===== config.mk =====
export PLATFORM = sky130hd
export DESIGN_NAME = store_port_monitor
export DESIGN_NICKNAME = d
export VERILOG_FILES = /design/src/rtl/store_monitor_pkg.sv /design/src/rtl/sync_fifo.sv /design/src/rtl/store_port_monitor.sv
export SDC_FILE = /design/constraint.sdc
export NUM_CORES = 1
export LEC_CHECK = 0
export BUFFER_PORTS_ARGS = -buffer_cell sky130_fd_sc_hd__buf_2
export CORE_AREA = 3 3 184 186
export CTS_BUF_LIST = sky130_fd_sc_hd__clkbuf_4 sky130_fd_sc_hd__clkbuf_8 sky130_fd_sc_hd__clkbuf_16
export DETAILED_ROUTE_END_ITERATION = 12
export DIE_AREA = 0 0 187 189
export SYNTH_ARGS = -nofsm -noshare
export SYNTH_HDL_FRONTEND = slang
export SYNTH_SLANG_ARGS = --single-unit

===== constraint.sdc =====
create_clock -name clk -period 3.04 [get_ports clk]
set_input_delay 0.152 -clock clk [delete_from_list [all_inputs] [get_ports clk]]
set_output_delay 0.152 -clock clk [all_outputs]
set_load 0.01 [all_outputs]

===== src/rtl/store_monitor_pkg.sv =====
// Shared types for the store-port monitor: FSM states, failure codes, log entry layout.
package store_monitor_pkg;

  typedef enum logic [1:0] {
    RUN,
    PASS,
    FAIL
  } state_t;

  typedef enum logic [1:0] {
    FC_NONE,
    FC_BAD_VALUE,
    FC_MISALIGNED,
    FC_TIMEOUT
  } fail_code_t;

  typedef struct packed {
    logic [31:0] addr;
    logic [31:0] data;
  } log_entry_t;

  localparam int LOG_ENTRY_W = $bits(log_entry_t);

endpackage


===== src/rtl/sync_fifo.sv =====
// Generic synchronous FIFO: head visible combinationally from registered storage, zero when empty.
// A push into a full FIFO is dropped unless a pop happens in the same cycle.
module sync_fifo #(
  parameter int WIDTH = 8,
  parameter int DEPTH = 4
) (
  input  logic             clk,
  input  logic             reset,
  input  logic             push,
  input  logic             pop,
  input  logic [WIDTH-1:0] wdata,
  output logic [WIDTH-1:0] rdata,
  output logic             full,
  output logic             empty
);

  localparam int AW = $clog2(DEPTH);

  logic [WIDTH-1:0] mem [DEPTH];
  logic [AW-1:0]    wr_ptr;
  logic [AW-1:0]    rd_ptr;
  logic [AW:0]      count;
  logic             do_push;
  logic             do_pop;

  assign empty   = (count == '0);
  assign full    = (count == (AW+1)'(DEPTH));
  assign do_pop  = pop && !empty;
  // A pop frees the slot, so a push while full still lands when paired with a pop.
  assign do_push = push && (!full || do_pop);
  assign rdata   = empty ? '0 : mem[rd_ptr];

  always_ff @(posedge clk) begin
    if (do_push && reset) begin
      mem[wr_ptr] <= wdata;
    end
  end

  always_ff @(posedge clk) begin
    if (!reset) begin
      wr_ptr <= '0;
      rd_ptr <= '0;
      count  <= '0;
    end else begin
      if (do_push) wr_ptr <= wr_ptr + AW'(1);
      if (do_pop)  rd_ptr <= rd_ptr + AW'(1);
      case ({do_push, do_pop})
        2'b10:   count <= count + (AW+1)'(1);
        2'b01:   count <= count - (AW+1)'(1);
        default: count <= count;
      endcase
    end
  end

endmodule


===== src/rtl/store_port_monitor.sv =====
// Responder on the core's store port: decides pass/fail from a tohost store, runs a watchdog,
// and logs accepted stores into a drop-on-full FIFO. Status is registered, one edge after the store.
module store_port_monitor
  import store_monitor_pkg::*;
#(
  parameter logic [31:0] TOHOST_ADDR    = 32'd100,
  parameter logic [31:0] PASS_VALUE     = 32'd25,
  parameter int          TIMEOUT_CYCLES = 1000,
  parameter int          LOG_DEPTH      = 4
) (
  input  logic        clk,
  input  logic        reset,
  input  logic        MemWrite,
  input  logic [31:0] DataAdr,
  input  logic [31:0] WriteData,
  output logic        done,
  output logic        pass,
  output logic [1:0]  fail_code,
  output logic [31:0] cycle_count,
  output logic [15:0] store_count,
  output logic        log_valid,
  input  logic        log_ready,
  output logic [31:0] log_addr,
  output logic [31:0] log_data,
  output logic        log_overflow
);

  state_t     state;
  state_t     next_state;
  fail_code_t fc_q;
  fail_code_t next_fc;
  log_entry_t push_entry;
  log_entry_t head_entry;
  logic       accept;
  logic       fifo_full;
  logic       fifo_empty;
  logic       pop_taken;

  assign accept    = MemWrite && (state == RUN);
  assign pop_taken = log_ready && !fifo_empty;

  // Misalignment outranks the tohost check, and any deciding store outranks the watchdog.
  always_comb begin
    next_state = state;
    next_fc    = fc_q;
    if (state == RUN) begin
      if (accept && (DataAdr[1:0] != 2'b00)) begin
        next_state = FAIL;
        next_fc    = FC_MISALIGNED;
      end else if (accept && (DataAdr == TOHOST_ADDR)) begin
        if (WriteData == PASS_VALUE) begin
          next_state = PASS;
        end else begin
          next_state = FAIL;
          next_fc    = FC_BAD_VALUE;
        end
      end else if (cycle_count == 32'(TIMEOUT_CYCLES - 1)) begin
        next_state = FAIL;
        next_fc    = FC_TIMEOUT;
      end
    end
  end

  always_ff @(posedge clk) begin
    if (!reset) begin
      state        <= RUN;
      fc_q         <= FC_NONE;
      cycle_count  <= '0;
      store_count  <= '0;
      log_overflow <= 1'b0;
    end else begin
      state <= next_state;
      fc_q  <= next_fc;
      if ((state == RUN) && (next_state == RUN)) begin
        cycle_count <= cycle_count + 32'd1;
      end
      if (accept && (store_count != 16'hFFFF)) begin
        store_count <= store_count + 16'd1;
      end
      if (accept && fifo_full && !pop_taken) begin
        log_overflow <= 1'b1;
      end
    end
  end

  assign done      = (state != RUN);
  assign pass      = (state == PASS);
  assign fail_code = fc_q;

  assign push_entry.addr = DataAdr;
  assign push_entry.data = WriteData;

  sync_fifo #(
    .WIDTH (LOG_ENTRY_W),
    .DEPTH (LOG_DEPTH)
  ) u_log_fifo (
    .clk   (clk),
    .reset (reset),
    .push  (accept),
    .pop   (log_ready),
    .wdata (push_entry),
    .rdata (head_entry),
    .full  (fifo_full),
    .empty (fifo_empty)
  );

  assign log_valid = !fifo_empty;
  assign log_addr  = head_entry.addr;
  assign log_data  = head_entry.data;

endmodule


# After elaboration in Yosys (flattened, before gate mapping)

Memories as Yosys holds them, arrays and structs flattened. A register that Yosys moved wholly into a read port is not among the register bits.
Cells that the tools add are included.

Bits in registers: 60
Bits in writable memories: 256
Input port bits: 68
Word-level logic and storage cells: 61
Memories: 1

$add $sub $neg: 6
Eq/ne operators: 9
Mux-type cells: 15
Reduce and logical (&&, ||, !) cells: 22

Memories:

| name           | depth | width | rd ports | clocked after memory_dff | write ports | line            | source |
|---|---|---|---|---|---|---|---|
| u_log_fifo.mem | 4     | 64    | 1        | 1                        | 1           | sync_fifo.sv:19 | `logic [WIDTH-1:0] mem [DEPTH];` |

Operators by type and width:

| cell                    | count |
|---|---|
| $mux W64                | 1 |
| $add A32 B1 Y32 const B | 1 |
| $eq A32 B10 Y1 const B  | 1 |
| $eq A32 B5 Y1 const B   | 1 |
| $eq A32 B7 Y1 const B   | 1 |
| $mux W2                 | 11 |
| $add A16 B1 Y16 const B | 1 |
| $ne A16 B16 Y1 const B  | 1 |
| $logic_and A1 B1 Y1     | 10 |
| $pmux W3 S2             | 1 |
| $reduce_bool A2 Y1      | 3 |
| $add A2 B1 Y2 const B   | 2 |
| $eq A2 B1 Y1 const B    | 2 |
| $logic_not A2 Y1        | 2 |
| $add A3 B1 Y3 const B   | 1 |
| $eq A3 B3 Y1 const B    | 1 |
| $logic_not A1 Y1        | 3 |
| $logic_not A3 Y1        | 1 |
| $ne A3 B3 Y1 const B    | 1 |
| $reduce_and A3 Y1       | 1 |
| $reduce_bool A3 Y1      | 1 |
| $sub A3 B1 Y3 const B   | 1 |
| $eq A2 B2 Y1 const B    | 1 |
| $mux W1                 | 2 |
| $logic_or A1 B1 Y1      | 1 |

# Depth between registers and ports, before layout

Word-level depth: 8
Mapped depth: 10

# Cells and area by module

Synthesis repeated with hierarchy kept, for this count alone.

Cells, all modules: 800
Area, all modules: 13121.3 um2

Modules (own cells, without submodules):

| module             | times used | cells an instance | area an instance (um2) | seq. area each (um2) |
|---|---|---|---|---|
| sync_fifo          | 1          | 470               | 10279.9                | 7867.5 |
| store_port_monitor | 1          | 330               | 2841.5                 | 1061.0 |

# Worst setup path before layout

OpenSTA, ideal clock, no wires.

Path kind: register to register
Start: register state[1]
End: memory u_log_fifo.mem[0][0] (netlist bit) (enable)
Data arrival time: 2.564 ns
Required time: 2.611 ns
Path slack: 0.047 ns
Cell stages (with the launch flop): 5
Path buffers: 0
Cell sequence: dfxtp_1 > nor2_2 > nand2_1 > nor2_1 > and3_1

Word-level cells in the longest chain between the ends: 6

RTL lines:

| element                       | line                     | source |
|---|---|---|
| from (decl)                   | store_port_monitor.sv:28 | `state_t state;` |
| from (signal assigned)        | store_port_monitor.sv:72 | `state <= next_state;` |
| $logic_not A2 Y1              | store_port_monitor.sv:39 | `assign accept = MemWrite && (state == RUN);` |
| $logic_and A1 B1 Y1           | store_port_monitor.sv:39 |  |
| $logic_and A1 B1 Y1           | sync_fifo.sv:30          | `assign do_push = push && (!full \|\| do_pop);` |
| $logic_and A1 B1 Y1           | sync_fifo.sv:34          | `if (do_push && reset) begin` |
| $mux W1                       | sync_fifo.sv:34          |  |
| $mux W1 (implied by the code) | sync_fifo.sv:35          | `mem[wr_ptr] <= wdata;` |
| to (decl)                     | sync_fifo.sv:19          |  |

Every way passes these cells.

# Final worst setup path

Start: register state[1]
End: register cycle_count[30]

Word-level cells in the longest chain between the ends: 8
Elaborated cells between the ends (all ways): 10
Those cells by class: 4 x mux; 6 x reduce/logical

RTL lines:

| element               | line                                                                         | source |
|---|---|---|
| $logic_not A2 Y1      | store_port_monitor.sv:39, store_port_monitor.sv:46, store_port_monitor.sv:74 |  |
| $logic_and A1 B1 Y1   | store_port_monitor.sv:39                                                     |  |
| $logic_and A1 B1 Y1   | store_port_monitor.sv:50                                                     | `end else if (accept && (DataAdr == TOHOST_ADDR)) begin` |
| $mux W2               | store_port_monitor.sv:50                                                     |  |
| $mux W2               | store_port_monitor.sv:47                                                     | `if (accept && (DataAdr[1:0] != 2'b00)) begin` |
| $mux W2               | store_port_monitor.sv:46                                                     | `if (state == RUN) begin` |
| $logic_not A2 Y1      | store_port_monitor.sv:74                                                     | `if ((state == RUN) && (next_state == RUN)) begin` |
| $logic_and A1 B1 Y1 * | store_port_monitor.sv:74                                                     |  |
| to (signal assigned)  | store_port_monitor.sv:75                                                     | `cycle_count <= cycle_count + 32'd1;` |
| to (decl)             | store_port_monitor.sv:19                                                     | `output logic [31:0] cycle_count,` |

Mark *: on every way between the ends. The rest lies on a longest branch, timed or not.
A chain may end at the register's enable or synchronous reset.

==> flow_metrics.py <==
metrics = {
    "status": {
        "status": "completed",
    },
    "layout": {
        "n_antenna_cell": 0,
        "layout.nets": 1139,
        "layout-drive-gt1-share_pct": 31.3,
        "layout.cells.non_filler": 1530,
        "syn_to_final_growth_pct": 25.8,
        "fin_util_pct": 49.8,
        "final_area_sq_mm": 0.0162,
    },
    "clocking": {
        "clkSinkCount": 318,
        "post_cts_resize_count": 0,
        "cts_max_path_buffers": 3,
        "cts_root_buf": "clkbuf_16",
        "cts_setup_buffers": 0,
        "holdBufCountCts": 65,
        "clk_pin_slew_ns": 0.06,
        "cts_made_buffers": 34,
        "clk-insertion-delay-late_ns": 0.50,
        "cts_tree": "yes",
        "h-tree-depth": 2,
    },
    "timing": {
        "worstMarginPinSlew_ns": 0.879,
        "finalSetupTns_ns": 0,
        "fin_crit_ns": 2.56,
        "slew_viol_final": 0,
        "setup_ws_ns": 0.479,
        "post-route-period-util_pct": 84.2,
        "max_freq_ghz": 0.391,
        "setup_viol": 0,
        "rsz0062_at_grt": "no",
        "skew_ns": 0.0193,
        "whs_ns": 0.213,
        "hold_viol_final": 0,
        "relSlewSlack_pct": 41.0,
    },
    "synth": {
        "synthMostInstantiatedCell": "edfxtp_1",
        "ys_types": 48,
        "synth_common_cells": "edfxtp_1, and2_1, mux4_2",
        "ys_seq_elements": 318,
        "synth_cells": 795,
        "syn_nets": 871,
        "synth-edff-count": 256,
        "synthTopCellsByArea": "edfxtp_1, mux4_2, dfxtp_1",
        "yosysTopAreaCell": "edfxtp_1",
        "yosys_warnings": 0,
        "synthArstFlopShare_pct": 0,
        "syn_area_per_cell_sq_um": 16.1,
        "yosysTopAreaCellShare_pct": 59.9,
        "netlist_area_sq_mm": 0.0128,
        "synthFlopType": "edfxtp_1",
        "ys_seq_area_share_pct": 69.6,
    },
    "grt": {
        "grt_max_degree": 66,
        "grt-ovfl-total": 0,
        "grt_pass1_vias": 8033,
        "antenna_found_initial": 2,
        "grt_pass1_wl_microns": 45900,
        "track_usage_pct": 16.5,
    },
    "detailed_routing": {
        "ant_nets": 0,
        "drt-wirelength-per-cell_microns": 19.1,
        "drt-vias-per-instance": 5.07,
        "route.detailed.drc": 0,
        "via_count": 7752,
        "dr.pass1.iters": 5,
        "wirelength_microns": 29300,
        "drt_iter0_drc": 417,
    },
    "placed_design": {
        "dpl_cell_area_sq_mm": 0.0144,
        "hpwlAfterDp_microns": 18600,
        "place_congestion": 0.815,
        "dp_slack_ns": 0.500,
        "io_buffers": 185,
        "placed_cells": 1404,
    },
    "worst_setup_path": {
        "crit_fanout": 17,
        "r2r_cells": 6,
        "cp-end-kind": "flip-flop",
        "cp_data_arrival_time_ns": 2.92,
        "criticalPathCategory": "flip-flop to flip-flop",
        "start_kind": "flip-flop",
        "cp.required_ns": 3.40,
    },
    "min_path": {
        "worstHoldPathType": "primary input to flip-flop",
        "hold_path_depth": 4,
    },
    "power_and_ir_drop": {
        "power.total_mw": 11.6,
        "p_per_area_mw_per_mm2": 719,
        "leakage_nw": 5.74,
        "ir_drop_mv": 0.323,
    },
    "floorplan": {
        "rows": 66,
        "die_y_microns": 189,
        "io-pin-count": 186,
        "core_area_sq_mm": 0.0325,
        "die_area_sq_mm": 0.0353,
        "start_util_pct": 39.6,
        "die_w_microns": 187,
    },
    "flow_run": {
        "maxCapViolations": 0,
    },
}
[path summary, 6_finish.rpt]
kind / start / to / slack, ns
max: state[1]$_SDFF_PN0_ / cycle_count[30]$_SDFFE_PN0P_ / 0.48
max reg2reg: state[1]$_SDFF_PN0_ / cycle_count[30]$_SDFFE_PN0P_ / 0.48
min reg2reg: log_overflow$_SDFFE_PN0P_ / log_overflow$_SDFFE_PN0P_ / 0.46
min: MemWrite / log_overflow$_SDFFE_PN0P_ / 0.21
[cell families after synthesis]
| family | share of synthesized area [%] |
|---|---|
| buffers and inverters | 1.53 |
| adder cells (fa/ha/maj) | 0.838 |
| AND/OR/NAND/NOR | 11.9 |
| flip-flops | 69.6 |
| XOR/XNOR | 2.39 |
| multiplexers | 11.9 |
| AO/OA/AOI/OAI | 1.91 |
[final cells by class]
cell class              count  area (sq um)
clock buffers              48           997
repair buffers            268          1800
clock inverters            13          86.3
multi-input cells         428          3730
well taps                 442           553
inverters                  13          48.8
flip-flops and latches    318          8940
fillers                  2758         16300
[power breakdown]
group	switching, mW	internal, mW	total [mW]
sequential	0.119	4.88	5.00
clock	1.59	2.38	3.96
combinational	1.39	1.27	2.65
total	3.10	8.52	11.6
[state kept, by name, summed over array words and instances, names as in the netlist, named ones only]
name / count
store_count: 16
log_overflow: 1
state: 2
u_log_fifo.count: 3
u_log_fifo.wr_ptr: 2
u_log_fifo.mem: 256
cycle_count: 32
u_log_fifo.rd_ptr: 2
fail_code: 2
[critical path, cell delays in order (launching register included)]
cell and delay, ns:
dfxtp_1 0.34, nor3b_1 0.67, nand3_1 0.25, nor3_2 0.34, or3_1 0.52, nor4_1 0.16
mux2i_1 0.14
[metal layers]
metal	track usage (%)	up-vias	wire length [microns]	part of all wire, %
met1	22.8	3835	12800	44
met2	26.9	252	14100	48
li1	-	3620	-	-
met3	3.43	41	1800	6.1
met4	4.22	4	524	1.8
met5	0	-	27	0.092
[cell usage in the layout, fill, tap and decap left out, types with 2 or more instances in the layout]
cell / synthesis / layout
xor2_1: 16 / 16
nand2_1: 36 / 36
dlygate4sd3_1: 0 / 65
nand4_1: 18 / 18
o21ai_0: 6 / 6
o31a_1: 2 / 2
or4_1: 2 / 2
and3_1: 13 / 9
o31ai_1: 4 / 4
buf_4: 1 / 11
clkbuf_16: 0 / 36
dfxtp_4: 0 / 2
and2_1: 66 / 66
and3_4: 0 / 4
edfxtp_1: 256 / 256
clkinv_1: 0 / 6
buf_2: 7 / 185
clkbuf_4: 0 / 11
buf_12: 0 / 7
o21a_1: 4 / 4
nor2_1: 52 / 52
nor4b_1: 4 / 4
mux4_2: 64 / 64
nor4_1: 33 / 33
dfxtp_1: 62 / 60
and4_1: 4 / 4
nand3_1: 16 / 16
a31o_2: 2 / 2
mux2i_1: 8 / 8
clkinv_2: 0 / 5
nand2b_1: 7 / 7
ha_1: 7 / 7
nor3_1: 10 / 10
or3_1: 3 / 2
a21oi_1: 12 / 12
xnor2_1: 19 / 19
or2_2: 2 / 2
nor4bb_1: 2 / 2
inv_1: 13 / 13
Power figures use the tool's default switching activity.
